$ cat src/rtl/dispatch_pkg.sv
// dispatch_pkg: shared types and default widths for the dispatch_retx slice.
//   state_e      : dispatcher mode (IDLE = free flow, WAIT = only the held ID passes)
//   hist_entry_t : one history slot {vld, id}; id is stored at ID_MAX_W bits and
//                  narrowed to the instance ID_W where it is consumed.
package dispatch_pkg;

  localparam int DATA_W_DEF    = 32;
  localparam int ID_W_DEF      = 4;
  localparam int WIN_DEF       = 8;
  localparam int KEY_NUM_DEF   = 8;
  localparam int KEY_IDX_W_DEF = 3;
  localparam int TIMEOUT_DEF   = 64;
  localparam int CNT_W_DEF     = 16;
  localparam int ID_MAX_W      = 16;

  typedef enum logic [0:0] {
    IDLE = 1'b0,
    WAIT = 1'b1
  } state_e;

  typedef struct packed {
    logic                vld;
    logic [ID_MAX_W-1:0] id;
  } hist_entry_t;

endpackage

$ cat src/rtl/dispatch_oldest_pick.sv
// dispatch_oldest_pick: combinational priority select of the highest-index
// (oldest) valid history entry.
//   vld     : per-entry valid bits, index WIN-1 is the oldest
//   ids     : per-entry order IDs
//   found   : at least one entry is valid
//   pick_id : ID of the oldest valid entry (0 when none)
module dispatch_oldest_pick #(
  parameter int WIN  = 8,
  parameter int ID_W = 4
) (
  input  logic [WIN-1:0]  vld,
  input  logic [ID_W-1:0] ids [WIN],
  output logic            found,
  output logic [ID_W-1:0] pick_id
);

  // Scan young to old so the last valid entry seen (the oldest) wins.
  always_comb begin
    found   = 1'b0;
    pick_id = {ID_W{1'b0}};
    for (int k = 0; k < WIN; k++) begin
      found   = found | vld[k];
      pick_id = vld[k] ? ids[k] : pick_id;
    end
  end

endmodule

$ cat src/rtl/dispatch_retx.sv
// dispatch_retx: scrambling dispatch stage with oldest-ID resend and blocking.
//   in_*        : incoming beat (no backpressure), scrambled with key[in_key_idx]
//   key_wr_*    : key table write port (takes effect at the next edge)
//   out_*       : registered dispatched beat, 1-cycle latency
//   tail_i      : downstream NAK; requests a resend of the oldest in-flight ID
//   resend_*    : one-cycle registered resend request
//   blocked     : high while waiting for the resent ID
//   timeout_o   : one-cycle pulse when the wait gives up
//   drop_cnt    : saturating count of beats suppressed while blocked
module dispatch_retx
  import dispatch_pkg::*;
#(
  parameter int DATA_W    = DATA_W_DEF,
  parameter int ID_W      = ID_W_DEF,
  parameter int WIN       = WIN_DEF,
  parameter int KEY_NUM   = KEY_NUM_DEF,
  parameter int KEY_IDX_W = KEY_IDX_W_DEF,
  parameter int TIMEOUT   = TIMEOUT_DEF,
  parameter int CNT_W     = CNT_W_DEF
) (
  input  logic                 clk,
  input  logic                 rst_n,
  input  logic [DATA_W-1:0]    in_data,
  input  logic                 in_vld,
  input  logic [KEY_IDX_W-1:0] in_key_idx,
  input  logic [ID_W-1:0]      in_id,
  input  logic                 key_wr_en,
  input  logic [KEY_IDX_W-1:0] key_wr_idx,
  input  logic [DATA_W-1:0]    key_wr_data,
  output logic                 out_vld,
  output logic [DATA_W-1:0]    out_data,
  output logic [ID_W-1:0]      out_id,
  input  logic                 tail_i,
  output logic                 resend_en,
  output logic [ID_W-1:0]      resend_id,
  output logic                 blocked,
  output logic                 timeout_o,
  output logic [CNT_W-1:0]     drop_cnt
);

  localparam int TMR_W = (TIMEOUT > 1) ? $clog2(TIMEOUT) : 1;

  logic [DATA_W-1:0] key_r [KEY_NUM];
  hist_entry_t       hist_r [WIN];
  state_e            state_r, state_nxt_s;
  logic [ID_W-1:0]   hold_id_r, hold_id_nxt_s;
  logic [TMR_W-1:0]  timer_r, timer_nxt_s;

  logic              resend_en_nxt_s;
  logic [ID_W-1:0]   resend_id_nxt_s;
  logic              timeout_nxt_s;
  logic              flush_s;
  logic              pass_s;
  logic              beat_ok_s;
  logic              drop_s;
  logic [DATA_W-1:0] key_s;
  logic [WIN-1:0]    hist_vld_s;
  logic [ID_W-1:0]   hist_id_s [WIN];
  logic              found_s;
  logic [ID_W-1:0]   pick_id_s;

  assign beat_ok_s = in_vld & pass_s;
  assign drop_s    = in_vld & ~pass_s;
  assign blocked   = (state_r == WAIT);

  // Key lookup; an index beyond the table falls back to key 0.
  always_comb begin
    if (int'(in_key_idx) < KEY_NUM) begin
      key_s = key_r[in_key_idx];
    end else begin
      key_s = key_r[0];
    end
  end

  // Unpack history for the oldest-entry selector.
  always_comb begin
    for (int k = 0; k < WIN; k++) begin
      hist_vld_s[k] = hist_r[k].vld;
      hist_id_s[k]  = hist_r[k].id[ID_W-1:0];
    end
  end

  dispatch_oldest_pick #(
    .WIN  (WIN),
    .ID_W (ID_W)
  ) u_pick (
    .vld     (hist_vld_s),
    .ids     (hist_id_s),
    .found   (found_s),
    .pick_id (pick_id_s)
  );

  // Next-state, pass qualification and resend/timeout decisions.
  always_comb begin
    state_nxt_s     = state_r;
    hold_id_nxt_s   = hold_id_r;
    timer_nxt_s     = timer_r;
    resend_en_nxt_s = 1'b0;
    resend_id_nxt_s = {ID_W{1'b0}};
    timeout_nxt_s   = 1'b0;
    flush_s         = 1'b0;
    pass_s          = 1'b1;
    case (state_r)
      IDLE: begin
        pass_s = 1'b1;
        if (tail_i && found_s) begin
          resend_en_nxt_s = 1'b1;
          resend_id_nxt_s = pick_id_s;
          hold_id_nxt_s   = pick_id_s;
          timer_nxt_s     = {TMR_W{1'b0}};
          flush_s         = 1'b1;
          state_nxt_s     = WAIT;
        end else begin
          state_nxt_s = IDLE;
        end
      end
      WAIT: begin
        pass_s = (in_id == hold_id_r);
        // A match on the expiry cycle takes precedence over the timeout.
        if (in_vld && pass_s) begin
          state_nxt_s = IDLE;
          timer_nxt_s = {TMR_W{1'b0}};
        end else if (timer_r == TMR_W'(TIMEOUT - 1)) begin
          timeout_nxt_s = 1'b1;
          state_nxt_s   = IDLE;
          timer_nxt_s   = {TMR_W{1'b0}};
        end else begin
          timer_nxt_s = timer_r + {{(TMR_W-1){1'b0}}, 1'b1};
        end
      end
      default: begin
        state_nxt_s = IDLE;
      end
    endcase
  end

  // FSM state, held ID, wait timer and registered resend/timeout outputs.
  always_ff @(posedge clk or negedge rst_n) begin
    if (!rst_n) begin
      state_r   <= IDLE;
      hold_id_r <= {ID_W{1'b0}};
      timer_r   <= {TMR_W{1'b0}};
      resend_en <= 1'b0;
      resend_id <= {ID_W{1'b0}};
      timeout_o <= 1'b0;
    end else begin
      state_r   <= state_nxt_s;
      hold_id_r <= hold_id_nxt_s;
      timer_r   <= timer_nxt_s;
      resend_en <= resend_en_nxt_s;
      resend_id <= resend_id_nxt_s;
      timeout_o <= timeout_nxt_s;
    end
  end

  // Dispatch register: data/ID only move when a beat passes.
  always_ff @(posedge clk or negedge rst_n) begin
    if (!rst_n) begin
      out_vld  <= 1'b0;
      out_data <= {DATA_W{1'b0}};
      out_id   <= {ID_W{1'b0}};
    end else begin
      out_vld <= beat_ok_s;
      if (beat_ok_s) begin
        out_data <= in_data ^ key_s;
        out_id   <= in_id;
      end
    end
  end

  // History shift register; a resend request clears every valid bit,
  // including the beat entering this cycle.
  always_ff @(posedge clk or negedge rst_n) begin
    if (!rst_n) begin
      for (int k = 0; k < WIN; k++) begin
        hist_r[k] <= {(ID_MAX_W + 1){1'b0}};
      end
    end else begin
      hist_r[0].vld <= beat_ok_s & ~flush_s;
      hist_r[0].id  <= ID_MAX_W'(in_id);
      for (int k = 1; k < WIN; k++) begin
        hist_r[k].vld <= hist_r[k-1].vld & ~flush_s;
        hist_r[k].id  <= hist_r[k-1].id;
      end
    end
  end

  // Key table write port; out-of-range addresses are ignored.
  always_ff @(posedge clk or negedge rst_n) begin
    if (!rst_n) begin
      for (int k = 0; k < KEY_NUM; k++) begin
        key_r[k] <= {DATA_W{1'b0}};
      end
    end else begin
      if (key_wr_en && (int'(key_wr_idx) < KEY_NUM)) begin
        key_r[key_wr_idx] <= key_wr_data;
      end
    end
  end

  // Saturating count of beats suppressed while blocked.
  always_ff @(posedge clk or negedge rst_n) begin
    if (!rst_n) begin
      drop_cnt <= {CNT_W{1'b0}};
    end else begin
      if (drop_s && (drop_cnt != {CNT_W{1'b1}})) begin
        drop_cnt <= drop_cnt + {{(CNT_W-1){1'b0}}, 1'b1};
      end
    end
  end

endmodule

$ cat config.mk
export PLATFORM = sky130hd
export DESIGN_NAME = dispatch_retx
export DESIGN_NICKNAME = d
export VERILOG_FILES = /design/src/rtl/dispatch_pkg.sv /design/src/rtl/dispatch_oldest_pick.sv /design/src/rtl/dispatch_retx.sv
export SDC_FILE = /design/constraint.sdc
export NUM_CORES = 1
export LEC_CHECK = 0
export CAP_MARGIN = 20
export CORE_ASPECT_RATIO = 0.75
export CORE_MARGIN = 2
export CORE_UTILIZATION = 40
export CTS_CLUSTER_DIAMETER = 150
export DETAILED_ROUTE_END_ITERATION = 7
export MAX_ROUTING_LAYER = met4
export PLACE_DENSITY = 0.63
export RECOVER_POWER = 25
export SLEW_MARGIN = 40
export SYNTH_ARGS = -nofsm -noshare
export SYNTH_HDL_FRONTEND = slang
export SYNTH_HIERARCHICAL = 1
export SYNTH_SLANG_ARGS = --single-unit
$ cat constraint.sdc
create_clock -name clk -period 2.65 [get_ports clk]
set_input_delay 0.6625 -clock clk [delete_from_list [all_inputs] [get_ports clk]]
set_output_delay 0.6625 -clock clk [all_outputs]
set_load 0.01 [all_outputs]
# Yosys cells after proc, flatten, opt, wreduce, memory -nomap -nowiden
# Cells that the tools add are included.
[totals]
out_inout_bits = 60
ram_bits = 0
elab_cells = 100
reg_bits = 366
input_bits = 79
latch_bits = 0
n_memories = 0
rom_bits = 0
[classes]
reduce_logical = 5
div_mod_pow = 0
n_eq_ne = 4
n_lt_le_gt_ge = 3
n_mux = 29
multipliers = 0
n_addsub = 2
shifts = 0
bitwise_logic = 23
[op_table]
columns = ["op", "count"]
rows = [
  ["$bwmux 256", 1],
  ["$bmux 32 s3", 1],
  ["$demux 32 s3", 1],
  ["$mux 32", 3],
  ["$mux 4", 10],
  ["$xor 32x32->32", 1],
  ["$mux 6", 3],
  ["$add 16x1->16 const B", 1],
  ["$ne 16x16->1 const B", 1],
  ["$pmux 6 s2", 1],
  ["$and 1x1->1", 10],
  ["$ge 4x4->1 const B", 2],
  ["$not 3->4", 2],
  ["$mux 1", 7],
  ["$or 1x1->1", 7],
  ["$add 6x1->6 const B", 1],
  ["$eq 6x6->1 const B", 1],
  ["$eq 4x4->1", 1],
  ["$logic_and 1x1->1", 4],
  ["$lt 4x1->1 const B", 1],
  ["$pmux 1 s2", 2],
  ["$not 1->1", 3],
  ["$ne 2x2->1 const B", 1],
  ["$reduce_and 2->1", 1],
]

# Longest topological paths before layout
# Gate-level depths: netlist of run 1.
[logic_depth]
ltp_word = 12
ltp_mapped = 8
depth_no_buf = 7

# Modules after synthesis
# Netlist of run 1, hierarchy kept.
[modules_own_cells]
columns = ["module", "cells_per_inst", "instances", "seq_area_each_um2", "area_per_inst_um2"]
rows = [
  ["dispatch_retx", 966, 1, 9158.8, 15631.2],
  ["dispatch_oldest_pick", 48, 1, 0.0, 270.3],
]

# Worst setup path after synthesis of run 1
# Ideal clock, no wire load.
[synth_path]
path_type = "input to register"
start = "in in_key_idx[1]"
end = "reg out_data[13]"
path_slack_ns = 0.527
stages = 6
setup_ns = 0.125
path_buffers = 2
required_ns = 2.525
arrival_time_ns = 1.998
path_cell_list = "buf_2 > clkbuf_1 > mux4_2 > mux2i_1 > xnor2_1 > mux2_2"
[synth_between]
elab_chain_cells = 5
[synth_lines]
columns = ["item", "line_no", "rtl"]
rows = [
  ["start: declaration", "dispatch_retx.sv:25", "input logic [KEY_IDX_W-1:0] in_key_idx,"],
  ["$not 3->4 (not written as such)", "dispatch_retx.sv:69", "key_s = key_r[in_key_idx];"],
  ["$bmux 32 s3", "dispatch_retx.sv:69", ""],
  ["$mux 32 (not written as such) (2 in series)", "dispatch_retx.sv:69", ""],
  ["$xor 32x32->32", "dispatch_retx.sv:165", "out_data <= in_data ^ key_s;"],
  ["end signal: assignment", "dispatch_retx.sv:160", "out_data <= {DATA_W{1'b0}};"],
  ["end signal: assignment", "dispatch_retx.sv:165", ""],
  ["end: declaration", "dispatch_retx.sv:31", "output logic [DATA_W-1:0] out_data,"],
]
# No other way between the ends. The select of a mux whose other input is x is not followed.
# A chain may end at the register's enable or synchronous reset.

# Worst setup path after layout of run 1
[layout_path]
start = "reg state_r, in the netlist blocked"
end = "out blocked"
[layout_lines]
columns = ["item", "line_no", "rtl"]
rows = [
  ["start: declaration", "dispatch_retx.sv:45", "state_e state_r, state_nxt_s;"],
  ["start signal: assignment", "dispatch_retx.sv:147", "state_r <= state_nxt_s;"],
  ["end: declaration", "dispatch_retx.sv:36", "output logic blocked,"],
]
# No word-level cell between the ends.

==> results of run 1 <==
where the power goes:
part           internal, mW  switching, mW  leakage, nW
logic                  2.61           1.60         3.09
registers              6.93          0.774         4.42
clock network          3.37           2.23        0.638
per-stage QoR:
step | cell area [µm²] | util, % | worst slack, ns
3_5_place_dp | 18300 | 46.6 | 0.0709
6_report | 19600 | 49.9 | 0.264
3_3_place_gp | 18300 | 46.6 | 0.0794
5_1_grt | 19600 | 49.9 | 0.209
4_1_cts | 19600 | 49.9 | 0.224
2_1_floorplan | 15900 | - | 0.527
layer usage:
layer	wire length (µm)	vias up
met5	0	-
met4	583	0
met3	1380	50
met2	15700	133
met1	16800	4753
li1	-	4090
cells by family after synthesis:
family / Yosys count / synth area share [%]
AO/OA/AOI/OAI: 57 / 2.53
XOR/XNOR: 49 / 2.70
adder cells (fa/ha/maj): 2 / 0.157
buffers and inverters: 64 / 2.06
flip-flops: 366 / 57.6
multiplexers: 392 / 32.0
AND/OR/NAND/NOR: 84 / 2.91
worst paths after layout:
kind | startpoint | to
setup / recovery | blocked | blocked
min in group asynchronous | rst_n | drop_cnt[15]
max in group asynchronous | rst_n | key_r[238]
hold / removal | hist_id_s[22] | hist_id_s[18]
setup reg to reg | drop_cnt[0] | drop_cnt[1]
hold reg to reg | hist_id_s[22] | hist_id_s[18]
Yosys cell counts, drive strengths merged, types with 5 or more instances:
cell type,number,area share (%)
buf,30,1.3
o21ai,16,0.50
nand2,25,0.59
and3,6,0.24
mux4,64,9.1
inv,9,0.21
dfrtp,366,58
nand3,5,0.16
and2,14,0.55
o211ai,9,0.42
a21oi,6,0.19
nor2,11,0.26
mux2,296,21
clkbuf,25,0.59
xnor2,49,2.7
mux2i,32,2.0
o2111ai,7,0.42
registers in the layout (all words and copies together), names as in the netlist:
signal and flops:
drop_cnt 16, blocked 1, hist_id_s 32, timer_r 6, timeout_o 1, hold_id_r 4, key_r 256, out_id 4
resend_id 4, out_vld 1, out_data 32, resend_en 1, hist_r 8
cell type report:
cell class              count  area (µm²)  area share (%)
multi-input cells         584        6450            32.9
flip-flops and latches    366        9160            46.7
clock inverters            13         188           0.957
inverters                   9        33.8           0.172
diodes                      3        7.51          0.0383
repair buffers            185        2000            10.2
clock buffers              56        1130            5.77
well taps                 520         651            3.32
==> results.md, run 1 <==
* CP max FO at 10
* Sequential share of the synthesized area at 57.6%
* Die Width at 234 µm
* Synth Register Bits at 366
* Post-synth EDFFs at 0
* Global route total overflow at 0
* Per-cell routed wire length at 19.9 µm
* 1st-iter DRT viols at 416
* Setup tns final at 0 ns
* Fmax at 419 MHz
* Post-Syn Area at 15,900 µm²
* HPWL after detailed placement at 21,500 µm
* Pleak at 8.16 nW
* I/O Buffers at 138
* FF-to-FF setup slack at 0.42 ns
* GP Congestion at 0.768
* Worst hold slack at 0.364 ns
* Cells after DPL at 1,664
* Vias in the first global route at 9,498
* Drt drc at 0
* Drt via density at 5.20
* Failing checks: capacitance limit, slew limit
* Row cnt at 63
* Clock skew at 0.0224 ns
* Hold Crit Class: reg2reg
* Final setup fails at 0
* Post-synth net total at 1,095
* Final max-slew violation count at 59
* Bufs and invs on worst path at 1
* Final-stage net count at 1,266
* Critical path, cell by cell: clkdlybuf4s50_1
* Crit-path slowest cell: clkdlybuf4s50_1
* Initial Utilization at 40.4%
* Global-route met3 utilization at 3.06%
* Met1 Track Usage GR at 25.7%
* Library cells used by synthesis at 44
* Critical Path Sink Type: output pin
* Avg Inst Size Synth at 15.7 µm²
* Most common cell after layout, fill and taps aside: dfrtp_1
* Finished Layout Cells at 1,736
* Power, Total at 17.5 mW
* Die Y at 177 µm
* Area Growth Syn to Fin at 23.3%
* Commonest non-fill, non-tap cells in the layout: dfrtp_1, mux2_2, clkdlybuf4s50_1, mux4_2, xnor2_1
* Via count at 9,026
* TritonCTS clock tree: done
* Minimum clock period at 2.39 ns
* Core ar. at 39,300 µm²
* M2 GR Usage at 26.4%
* Post-CTS Setup Bufs at 0
* YS warnings at 6
* Pre-antenna DRT Iters at 4
* Post-route ant nets at 0
* Startpoint Class: register
* WP data required at 1.99 ns
* Number of hold buffers added after CTS at 0
* Busiest grt layer: met2
* Share of cells above drive strength 1 at 39.4%
* Fill cells at 3,266
* Primary FF master, synth: dfrtp_1
* Slowest stage delay, CP at 0.63 ns
* Tot GR Track Use at 17.8%
* R2r worst-path depth at 5
* CTS Buf Count at 39
* Hold Crit Depth at 0
* Worst-Margin Slew at 1.94 ns
* Setup CP Type: reg2out
* Synth Instances at 1,014
* Clock Latency Late Sink at 0.55 ns
* Clk sink count at 366
* Largest net degree at the start of global routing at 65
* First-pass GRT wire length at 55,400 µm
* Worst-case clock buffer depth at 3
* Die ar. at 41,400 µm²
* RSZ-0062 raised after global routing: false
* Post-Route WL at 34,500 µm
* Status: finished, violations left
* Period Utilization, post-route at 90.0%
* Root Driver: clkbuf_16
* Final Hold Viols at 0
* Pwr dens at 893 nW/µm²
* Max transition margin at -29.2%
* Clock transition at path regs at 0.06 ns
* MaxCap Viol Count at 1
* H-tree levels at 2
* Delay-heaviest family, CP: buffers and inverters
* Antenna violations before repair at 3
* Cells resized by post-CTS repair at 0
* Worst EP arrival at 1.72 ns
* Asr flop ratio synth at 100%
* Max rail drop VDD at 0.446 mV
* Worst path depth at 1
* Ports at 139
No activity file was read; power rests on OpenSTA's default activity.
==> run 2, diff against run 1 <==
CTS_BUF_LIST = sky130_fd_sc_hd__clkbuf_2 sky130_fd_sc_hd__clkbuf_4 sky130_fd_sc_hd__clkbuf_8   (was default)
==> results.md, run 2 (synthesis gave the netlist of run 1 again) <==
* Status: finished, violations left (unchanged)
* Failing checks: capacitance limit, slew limit (unchanged)
* Hold Crit Class: reg2reg (unchanged)
* Worst hold start: hist_id_s[22] (unchanged)
* Critical Path Sink Type: output pin (unchanged)
* Initial Utilization at 40.4% (unchanged)
* M2 GR Usage at 26.3% (was 26.4%)
* Max reg flops at 256 (unchanged)
* Global-route met3 utilization at 3.66% (was 3.06%)
* Minimum clock period at 2.45 ns (was 2.39 ns)
* Max transition margin at -27.6% (was -29.2%)
* Met1 Track Usage GR at 25.6% (was 25.7%)
* Global route total overflow at 0 (unchanged)
* Worst-Margin Slew at 1.91 ns (was 1.94 ns)
* CP max FO at 10 (unchanged)
* Clock network power share at 30.2% (was 31.9%)
* Delay-heaviest family, CP: buffers and inverters (unchanged)
* Crit-path slowest cell: clkdlybuf4s50_1 (unchanged)
* Vias in the first global route at 9,715 (was 9,498)
* Clock transition at path regs at 0.06 ns (about the same)
* Clock skew at 0.0212 ns (was 0.0224 ns)
* Sw power at 4.61 mW (was 4.60 mW)
* Pre-antenna DRT Iters at 4 (unchanged)
* H-tree levels at 2 (unchanged)
* Cells resized by post-CTS repair at 0 (unchanged)
* Pwr dens at 874 nW/µm² (was 893 nW/µm²)
* Setup CP Type: reg2out (unchanged)
* Core ar. at 39,300 µm² (unchanged)
* Post-route ant nets at 0 (unchanged)
* Die ar. at 41,400 µm² (unchanged)
* Slowest stage delay, CP at 0.63 ns (about the same)
* Comb pwr share at 24.6% (was 24.1%)
* Most common cell after layout, fill and taps aside: dfrtp_1 (unchanged)
* Bufs and invs on worst path at 1 (unchanged)
* First-pass GRT wire length at 55,900 µm (was 55,400 µm)
* HPWL after detailed placement at 21,500 µm (unchanged)
* Clk sink count at 366 (unchanged)
* Clock Latency Late Sink at 0.62 ns (was 0.55 ns)
* Hold EP: hist_id_s[18] (unchanged)
* Number of hold buffers added after CTS at 0 (unchanged)
* Finished Layout Cells at 1,771 (was 1,736)
* Worst-case clock buffer depth at 3 (unchanged)
* Root Driver: clkbuf_8 (was clkbuf_16)
* GP Congestion at 0.768 (unchanged)
* Die Y at 177 µm (unchanged)
* Post-CTS Setup Bufs at 0 (unchanged)
* Internal Power at 12.5 mW (was 12.9 mW)
* 1st-iter DRT viols at 416 (unchanged)
* Via count at 9,139 (was 9,026)
* Worst EP arrival at 1.78 ns (was 1.72 ns)
* R2r worst-path depth at 5 (unchanged)
* Post-Route WL at 34,600 µm (was 34,500 µm)
* RSZ-0062 raised after global routing: false (unchanged)
* Commonest non-fill, non-tap cells in the layout: dfrtp_1, mux2_2, clkdlybuf4s50_1, clkbuf_8, mux4_2 (was dfrtp_1, mux2_2, clkdlybuf4s50_1, mux4_2, xnor2_1)
* Per-cell routed wire length at 19.5 µm (was 19.9 µm)
* Startpoint Class: register (unchanged)
* Row cnt at 63 (unchanged)
* Largest net degree at the start of global routing at 65 (unchanged)
* Area of the multi-input gates at 6450 µm² (unchanged)
* I/O Buffers at 138 (unchanged)
* FF-to-FF setup slack at 0.42 ns (about the same)
* Cells after DPL at 1,664 (unchanged)
* R2r startpoint: drop_cnt[0] (unchanged)
* Worst path depth at 1 (unchanged)
* Hold Crit Depth at 0 (unchanged)
* Switching share of power at 27.0% (was 26.3%)
* Fill cells at 3,305 (was 3,266)
* Register area at 9160 µm² (unchanged)
* Final max-slew violation count at 60 (was 59)
* Period Utilization, post-route at 92.3% (was 90.0%)
* Drt drc at 0 (unchanged)
* R2R Path End: drop_cnt[1] (unchanged)
* Ports at 139 (unchanged)
* Largest reg by FF count: key_r (unchanged)
* Fmax at 409 MHz (was 419 MHz)
* Area Growth Syn to Fin at 22.9% (was 23.3%)
* Critical path, cell by cell: clkdlybuf4s50_1 (unchanged)
* Die Width at 234 µm (unchanged)
* Final Hold Viols at 0 (unchanged)
* Pleak at 8.18 nW (was 8.16 nW)
* Final setup fails at 0 (unchanged)
* Reg power frac at 45.1% (was 44.0%)
* WP data required at 1.99 ns (about the same)
* Final-stage net count at 1,286 (was 1,266)
* TritonCTS clock tree: done (unchanged)
* MaxCap Viol Count at 1 (unchanged)
* Setup tns final at 0 ns (unchanged)
* Antenna violations before repair at 3 (unchanged)
* Max rail drop VDD at 0.388 mV (was 0.446 mV)
* Share of cells above drive strength 1 at 41.7% (was 39.4%)
* Drt via density at 5.16 (was 5.20)
* Tot GR Track Use at 17.9% (was 17.8%)
* CTS Buf Count at 59 (was 39)
* Busiest grt layer: met2 (unchanged)
==> run 2: changes by cell type in the layout (fill, tap and decap cells not counted), sizes merged <==
cell           change
clkbuf            +37
bufinv             -2
clkinv             +2
buf                -1
clkdlybuf4s50      +1
clkinvlp           -1
dlygate4sd3        -1
==> run 2: through the flow <==
stage	total power [mW]	setup slack [ns]	instance area (µm²)	hold slack (ns)	utilization (%)
5_1_grt	18.1	0.127	19500	0.378	49.7
3_3_place_gp	11.9	0.0794	18300	0.351	46.6
2_1_floorplan	10.2	0.527	15900	0.346	-
3_5_place_dp	12.1	0.0709	18300	0.353	46.6
4_1_cts	17.3	0.147	19600	0.00927	49.8
6_report	17.1	0.204	19500	0.367	49.7
==> run 2: layer usage <==
metal  share of wire, %  vias up  wire length [µm]
li1                   -     4135                 -
met1                 49     4791             16800
met2                 45      161             15700
met3                4.5       52              1560
met4                1.6        0               561
met5                  0        -                 0
==> run 2: area by class of cell <==
class	count	share of cell area, %
diodes	3	0.0384
clock buffers	92	5.87
clock inverters	12	0.608
inverters	9	0.173
multi-input cells	584	33.0
flip-flops and latches	366	46.9
well taps	520	3.33
repair buffers	185	10.1
==> run 2: how the worst max path moves through the flow <==
stage	from	to	slack, ns
after detailed placement	in_id[0]	out_data[23]	0.07
final	blocked	blocked	0.20
after floorplan	in_key_idx[1]	out_data[13]	0.53
after global placement	in_id[0]	out_data[24]	0.08
after CTS	blocked	blocked	0.15
after global routing	rst_n	key_r[59]	0.13
==> run 2: power by group through the flow <==
stage | logic [mW] | clock network (mW) | registers, mW
floorplan | 2.52 | 0 | 7.73
global placement | 4.19 | 0 | 7.75
detailed placement | 4.28 | 0 | 7.79
CTS | 4.29 | 5.35 | 7.71
global route | 4.59 | 5.60 | 7.89
finish | 4.21 | 5.17 | 7.70
